## src/rtl/edge_trig.sv

```systemverilog
// Edge trigger: synchronizes an asynchronous input, optionally filters it for a
// minimum persistence, and emits registered rise/fall/any pulses on accepted changes.
module edge_trig #(
   parameter int unsigned SYNC_STAGES   = 2,
   parameter int unsigned FILTER_CYCLES = 0,
   parameter logic        INIT_LEVEL    = 1'b0
) (
   input  logic clk,
   input  logic rst,
   input  logic in,
   output logic level,
   output logic rise,
   output logic fall,
   output logic any
);

   localparam int unsigned CNT_W = (FILTER_CYCLES < 2) ? 1 : $clog2(FILTER_CYCLES + 1);
   localparam logic [CNT_W-1:0] CNT_MAX = CNT_W'(FILTER_CYCLES);

   logic [SYNC_STAGES-1:0] sync_q, sync_d;
   logic [CNT_W-1:0]       cnt_q, cnt_d;
   logic                   level_q, level_d;
   logic                   rise_q, rise_d;
   logic                   fall_q, fall_d;
   logic                   any_q, any_d;
   logic                   s_last;

   assign s_last = sync_q[SYNC_STAGES-1];

   // NOTE: every signal driven here gets a default first, so no path can infer a latch.
   always_comb begin
      sync_d  = sync_q;
      cnt_d   = '0;
      level_d = level_q;
      rise_d  = 1'b0;
      fall_d  = 1'b0;

      sync_d[0] = in;
      for (int i = 1; i < SYNC_STAGES; i++) begin
         sync_d[i] = sync_q[i-1];
      end

      if (s_last != level_q) begin
         if (cnt_q == CNT_MAX) begin
            // The change has persisted long enough: accept it and pulse in the same edge.
            level_d = s_last;
            rise_d  = s_last;
            fall_d  = ~s_last;
         end else begin
            cnt_d = cnt_q + CNT_W'(1);
         end
      end

      any_d = rise_d | fall_d;
   end

   // NOTE: state registers use non-blocking assignments so every flop samples the
   // pre-edge values; the synchronizer chain is reset too so no stale level leaks out.
   always_ff @(posedge clk) begin
      if (rst) begin
         sync_q  <= {SYNC_STAGES{INIT_LEVEL}};
         cnt_q   <= '0;
         level_q <= INIT_LEVEL;
         rise_q  <= 1'b0;
         fall_q  <= 1'b0;
         any_q   <= 1'b0;
      end else begin
         sync_q  <= sync_d;
         cnt_q   <= cnt_d;
         level_q <= level_d;
         rise_q  <= rise_d;
         fall_q  <= fall_d;
         any_q   <= any_d;
      end
   end

   assign level = level_q;
   assign rise  = rise_q;
   assign fall  = fall_q;
   assign any   = any_q;

endmodule

```

## config.mk

```make
export PLATFORM = sky130hd
export DESIGN_NAME = edge_trig
export DESIGN_NICKNAME = d
export VERILOG_FILES = /design/src/rtl/edge_trig.sv
export SDC_FILE = /design/constraint.sdc
export NUM_CORES = 1
export LEC_CHECK = 0
export CAP_MARGIN = 10
export CORE_AREA = 2 2 39 41
export DETAILED_ROUTE_END_ITERATION = 12
export DIE_AREA = 0 0 41 43
export PLACE_DENSITY = 0.32
export SLEW_MARGIN = 0
export SYNTH_ARGS = -nofsm -noshare
export SYNTH_HDL_FRONTEND = slang
export SYNTH_SLANG_ARGS = --single-unit
```

## constraint.sdc

```tcl
create_clock -name clk -period 1.55 [get_ports clk]
set_input_delay 0.155 -clock clk [delete_from_list [all_inputs] [get_ports clk]]
set_output_delay 0.155 -clock clk [all_outputs]
set_load 0.03 [all_outputs]
```

# == Word level (Yosys, flattened, before mapping) ==
# Index checks and enable logic that the tools add are counted.
# op_classes
muxes,4
n_reduce_logical,2
bitwise,4
n_addsub,1
n_eq_ne,1
# op_table
op,count
1-bit 2-to-1 mux,4
1-bit inverter,3
3-bit OR reduction,1
2-bit AND reduction,1
1-bit adder (second input constant),1
1-bit != test,1
1-bit OR,1
# totals
regBits,7
wordCells,18
inputBits,3
output_inout_bits,4

# == Longest topological paths before layout ==
# Gate-level depths: netlist of the first run.
# depth
depth_word,4
depth_mapped,2
mapped_depth_nobuf,2

# == Worst setup path before layout of the first run ==
# No wires, ideal clock.
# synth_path
path_type,register to register
from,register level_q (netlist: level)
to,register any_q (netlist: any)
n_path_buf,0
synth_period_minus_slack_ns,0.873
setup_time_ns,0.119
setup_slack_ns,0.677
required_time_ns,1.431
path_stages_with_launch,3
arrival_time_ns,0.754
cell_sequence,dfxtp_1 > xnor2_1 > nor3_2
# synth_between
elab_chain_cells,3
elab_cells_between_ends,4
classes_between,eq/ne: 1; mux: 2; bitwise: 1
# synth_lines
item,line,rtl
"start, declared",22,"logic level_q, level_d;"
"start signal, assigned",70,level_q <= level_d;
1-bit != test *,43,if (s_last != level_q) begin
1-bit 2-to-1 mux,43,
1-bit OR *,54,any_d = rise_d | fall_d;
"end signal, assigned",73,any_q <= any_d;
"end, declared",25,"logic any_q, any_d;"
# Mark *: on every way between the ends. The rest lies on a longest branch, timed or not.
# A chain may end at the register's enable or synchronous reset.

# == Worst setup path after layout of the first run ==
# layout_path
from,register level_q (netlist: level)
to,output level
# layout_lines
item,line,rtl
"end, declared",11,"output logic level,"
# No word-level cell between the ends.

==> results of run 1 <==
## metrics by stage
stage / cell area (um^2) / std cells / hold WS (ns) / utilization (%)
after floorplan: 206 / 16 / 0.226 / -
after global placement: 287 / 38 / 0.445 / 20.7
after detailed placement: 287 / 38 / 0.440 / 20.7
after CTS: 313 / 42 / 0.454 / 22.6
after global routing: 313 / 42 / 0.476 / 22.6
final: 313 / 42 / 0.447 / 22.6
## sequential cells by signal, summed over array words and instances (netlist names)
signal and count:
sync_q 2, any 1, cnt_q 1, fall 1, level 1, rise 1
## kinds of logic (layout without fill, tap and decap cells)
kind of cell	count (synthesis)	after routing	share of synthesized area, %
multiplexers	1	1	4.85
other	1	1	1.82
buffers and inverters	0	10	0
flip-flops	7	7	67.9
XOR/XNOR	1	1	4.24
AND/OR/NAND/NOR	6	6	21.2
## worst reg2reg max path, delay by kind of cell, from the launching register on
family           cells  cell delay (ns)
flip-flops           1             0.39
multiplexers         1             0.20
AND/OR/NAND/NOR      1             0.05
## cell type report
cell class,count,area (um^2)
clock buffer,4,26.3
sequential,7,140
tap,16,20.0
fill,151,1070
timing repair buffer,6,60.1
multi-input combinational,9,66.3
## final timing paths
path	slack [ns]	from	to
max reg2reg	0.79	cnt_q	level
min reg2reg	0.45	sync_q[0]	sync_q[1]
max	0.06	level	level
min	0.45	sync_q[0]	sync_q[1]
## routing by layer
layer | up-vias | global-route usage [%]
met1 | 68 | 4.55
li1 | 73 | -
met2 | 8 | 7.19
met3 | 0 | 3.14
met4 | 0 | 8.00
met5 | - | 0
## power by group through the flow
stage	Combinational, mW	Clock (mW)	Sequential [mW]
2_1_floorplan	0.00579	0	0.197
3_3_place_gp	0.0209	0	0.194
3_5_place_dp	0.0209	0	0.194
4_1_cts	0.0209	0.172	0.190
5_1_grt	0.0223	0.186	0.191
6_report	0.0205	0.160	0.190
## cells in the mapped netlist (all sizes together)
master and n:
nor2b 2, dfxtp 7, nor3 1, mux2i 1, xnor2 1, nor2 1, conb 1, nor4b 2
==> flow_summary.yaml, run 1 <==
status:
  status: "finished clean"
route:
  wirelength_um: 301
  wl_per_cell_um: 7.17
  dr_total_vias: 149
  wl_met1_um: 110
  wl_met3_um: 41
  highest_layer: "met3"
  met2_wirelength_um: 150
  drc: 0
  ant_nets: 0
  drt-initial-drc-count: 0
  routed_via_density: 3.55
  drt-pass1-iter-count: 1
die:
  fp.dieArea_um2: 1760
  fp-row-count: 14
  core_um2: 1380
  die_width_um: 41
  die_y_um: 43
  initial_core_util_pct: 14.9
  ios: 7
critical_path:
  cp_top_family: "buffers and inverters"
  worst_setup_path_start_kind: "flop"
  crit_type: "reg -> out"
  crit_path_cell_trace: "clkdlybuf4s50_1"
  max_stage_delay_ns: 0.70
  ff2ff_path_depth: 2
  cp.depth: 1
  critPathMaxFanout: 5
  worstPathRequired_ns: 1.39
  critPathArrivalTime_ns: 1.34
  cp-end-kind: "output port"
  cp.buffers_inverters: 1
  critPathSlowestCell: "clkdlybuf4s50_1"
sta:
  period_minus_slack_ns: 1.49
  finalCritPeriodShare_pct: 96.3
  slew_violations: 0
  skew_ns: 0.00176
  clock.fmax_ghz: 0.670
  rsz0062_at_grt: "false"
  layout_setup_ws_ns: 0.0568
  finalSetupViolCount: 0
  hold_viol: 0
  setup_tns_ns: 0
synth:
  yosys.area.top_type: "dfxtp_1"
  ys_seq_elements: 7
  ys_warn_count: 0
  synth.yosys.seq_area_share_pct: 67.9
  avgSynthCellArea_um2: 12.9
  synthesis.nets: 19
  syn_inst: 16
  synth_top_area_share_pct: 67.9
  syn_area_um2: 206
  synthTopCellsByArea: "dfxtp_1 (68%), nor4b_1 (8.5%), nor2b_1 (6.1%)"
  synthDistinctLibCells: 8
power:
  comb_power_share_pct: 5.5
  pwr-share-seq_pct: 51.3
  switching_share_pct: 20.4
  powerDensity_nw_per_um2: 1190
  finalPower_mw: 0.371
  ir_drop_mv: 0.300
  power.switching_mw: 0.0756
  p_clk_share_pct: 43.2
  p_leak_nw: 0.113
  p_int_mw: 0.296
finish:
  flow.area_growth_from_synthesis_pct: 51.5
  mostFrequentLayoutCells: "dfxtp_1 (7), clkdlybuf4s50_1 (6), clkbuf_4 (3), nor2b_1 (2), nor4b_1 (2)"
  layout_commonest_cell: "dfxtp_1"
  drive_gt1_share_pct: 15.4
  finalNetCount: 30
  antenna_cells: 0
clock_tree:
  cts_resized: 0
  clk_pin_slew_ns: 0.05
  post_cts_buffers: 0
  cts_tree: "done"
  hold_buffers: 0
  numClockSinks: 7
  numCtsBuffers: 3
  htree_levels: 1
  cts_root_buf: "clkbuf_4"
  clk_latency_ns: 0.24
  clk_path_buf_depth: 2
global_route:
  antenna_found_initial: 0
  track_usage_pct: 5.54
  grt_pass1_vias: 168
  overflow: 0
  grt_max_degree: 7
  grt_pass1_wl_um: 565
min_path:
  holdCritPathClass: "reg -> reg"
  hold_depth: 1
placement:
  pre_cts_ws_ns: 0.310
  gp_congestion: 0.602
  port-buffer-count: 6
run:
  maxCapViolCount: 0
Note: power is estimated with default switching activity, not from simulation.
==> inputs of run 2 (changes only) <==
TNS_END_PERCENT = 30   (was default)
==> results of run 2 <==
Final layout, timing and power as in run 1 (identical DEF).
==> variant (settings of run 2) <==
Change the parameter `INIT_LEVEL` from 1'b0 to 1'b1.
--- a/src/rtl/edge_trig.sv
+++ b/src/rtl/edge_trig.sv
@@ -5,3 +5,3 @@
    parameter int unsigned FILTER_CYCLES = 0,
-   parameter logic        INIT_LEVEL    = 1'b0
+   parameter logic        INIT_LEVEL    = 1'b1
 ) (
Formal check against the unedited RTL: not equivalent (a bounded check fails within 4 cycles, from zero or initial values and one cycle with rst high).
==> variant against run 2 <==
Critical path type unchanged. Sequential cell count unchanged. Final area up 0.40%. Power up 4.1%. First-iteration DRC count up 1. Wire length up 12%. Synthesized cell count unchanged. Area after synthesis up 0.61%. Worst setup slack worse by 8.4 ps. Global-route usage up 0.18 points. Sequential share of layout area down 0.18 points.
==> variant: results (changes against run 2) <==
| Metric | Value |
|---|---|
| Reg with most FFs | sync_q (unchanged) |
| XOR/XNOR Fraction of Synth Area | 0.0422 (was 0.0424) |
| Mux contribution to synthesized area | 0 (was 0.0485) |
| Total Routing Usage GR | 0.0572 (was 0.0554) |
| Commonest cells in the netlist | dfxtp_1, nor4b_1, or2_2 (was dfxtp_1, nor2b_1, nor4b_1) |
| Leak pwr | 0.114 nW (was 0.113 nW) |
| Top post-synthesis cells by area | dfxtp_1, nor4b_1, or2_2 (was dfxtp_1, nor4b_1, nor2b_1) |
| Layout cells sized above 1 | 0.231 (was 0.154) |
| Post-Synth Adder-Cell Area | 0 (unchanged) |
| Drt total wl | 336 um (was 301 um) |
| Skew final | 3.57 ps (was 1.76 ps) |
| Avg WL per Cell | 8.00 um (was 7.17 um) |
| Critical path fanouts, max | 5 (unchanged) |
| Synth Area in Compound Gates | 0.0422 (was 0) |
| Outcome | completed (unchanged) |
| Async SR Flop Fraction | 0 (unchanged) |
| Drt first pass iters | 2 (was 1) |
| Dpl cells | 38 (unchanged) |
| Register area share after synthesis | 0.675 (was 0.679) |
| Vias per inst | 3.43 (was 3.55) |
| First-pass GRT wire length | 538 um (was 565 um) |
| CTS H-Tree Depth | 1 (unchanged) |
| Vias in the first global route | 146 (was 168) |
| Initial drt markers | 1 (was 0) |
| Max stage delay on crit path | 700 ps (about the same) |
| GPL Wtd Cong | 0.708 (was 0.602) |
| VDD IR max | 0.326 mV (was 0.300 mV) |
[variant: cell count changes in the layout (fill, tap and decap cells not counted), sizes merged]
cell,run 2,this run
nor2b,2,1
mux2i,1,0
nor2,1,0
a211o,0,1
or2,0,2
[variant: power breakdown]
part	switching (W)	internal, W
Combinational	0.0000131	0.0000161
Sequential	0.00000567	0.000188
Clock	0.0000657	0.0000982
[variant: final timing paths]
kind | from | end | slack (ps) | cells after the start
setup / recovery | level | level | 50 | 1
hold / removal | sync_q[0] | sync_q[1] | 420 | 1
setup reg to reg | cnt_q | level | 750 | 2
hold reg to reg | sync_q[0] | sync_q[1] | 420 | 1
[variant: metrics by stage]
step	setup slack [ps]	area (um2)	hold slack, ps	power [W]	util
final	48.5	314	421	0.000386	0.227
after global routing	15.2	314	446	0.000407	0.227
after CTS	31.4	314	428	0.000400	0.227
after detailed placement	314	288	402	0.000226	0.208
after floorplan	676	208	226	0.000211	-
after global placement	337	288	396	0.000226	0.208
[variant: kinds of logic after synthesis]
logic type and count (synthesis):
AO/OA/AOI/OAI 1, XOR/XNOR 1, flip-flops 7, other 1, AND/OR/NAND/NOR 6
[variant: per-layer routing]
metal | wire, um | global-route usage
met1 | 125 | 0.0386
met2 | 169 | 0.0656
met3 | 42 | 0.0471
met4 | 0 | 0.100
met5 | 0 | 0
[variant: layout make-up]
type | count | area, um2
timing repair buffer | 6 | 60.1
sequential | 7 | 140
clock buffer | 4 | 26.3
multi-input combinational | 9 | 67.6
fill | 152 | 1070
tap | 16 | 20.0
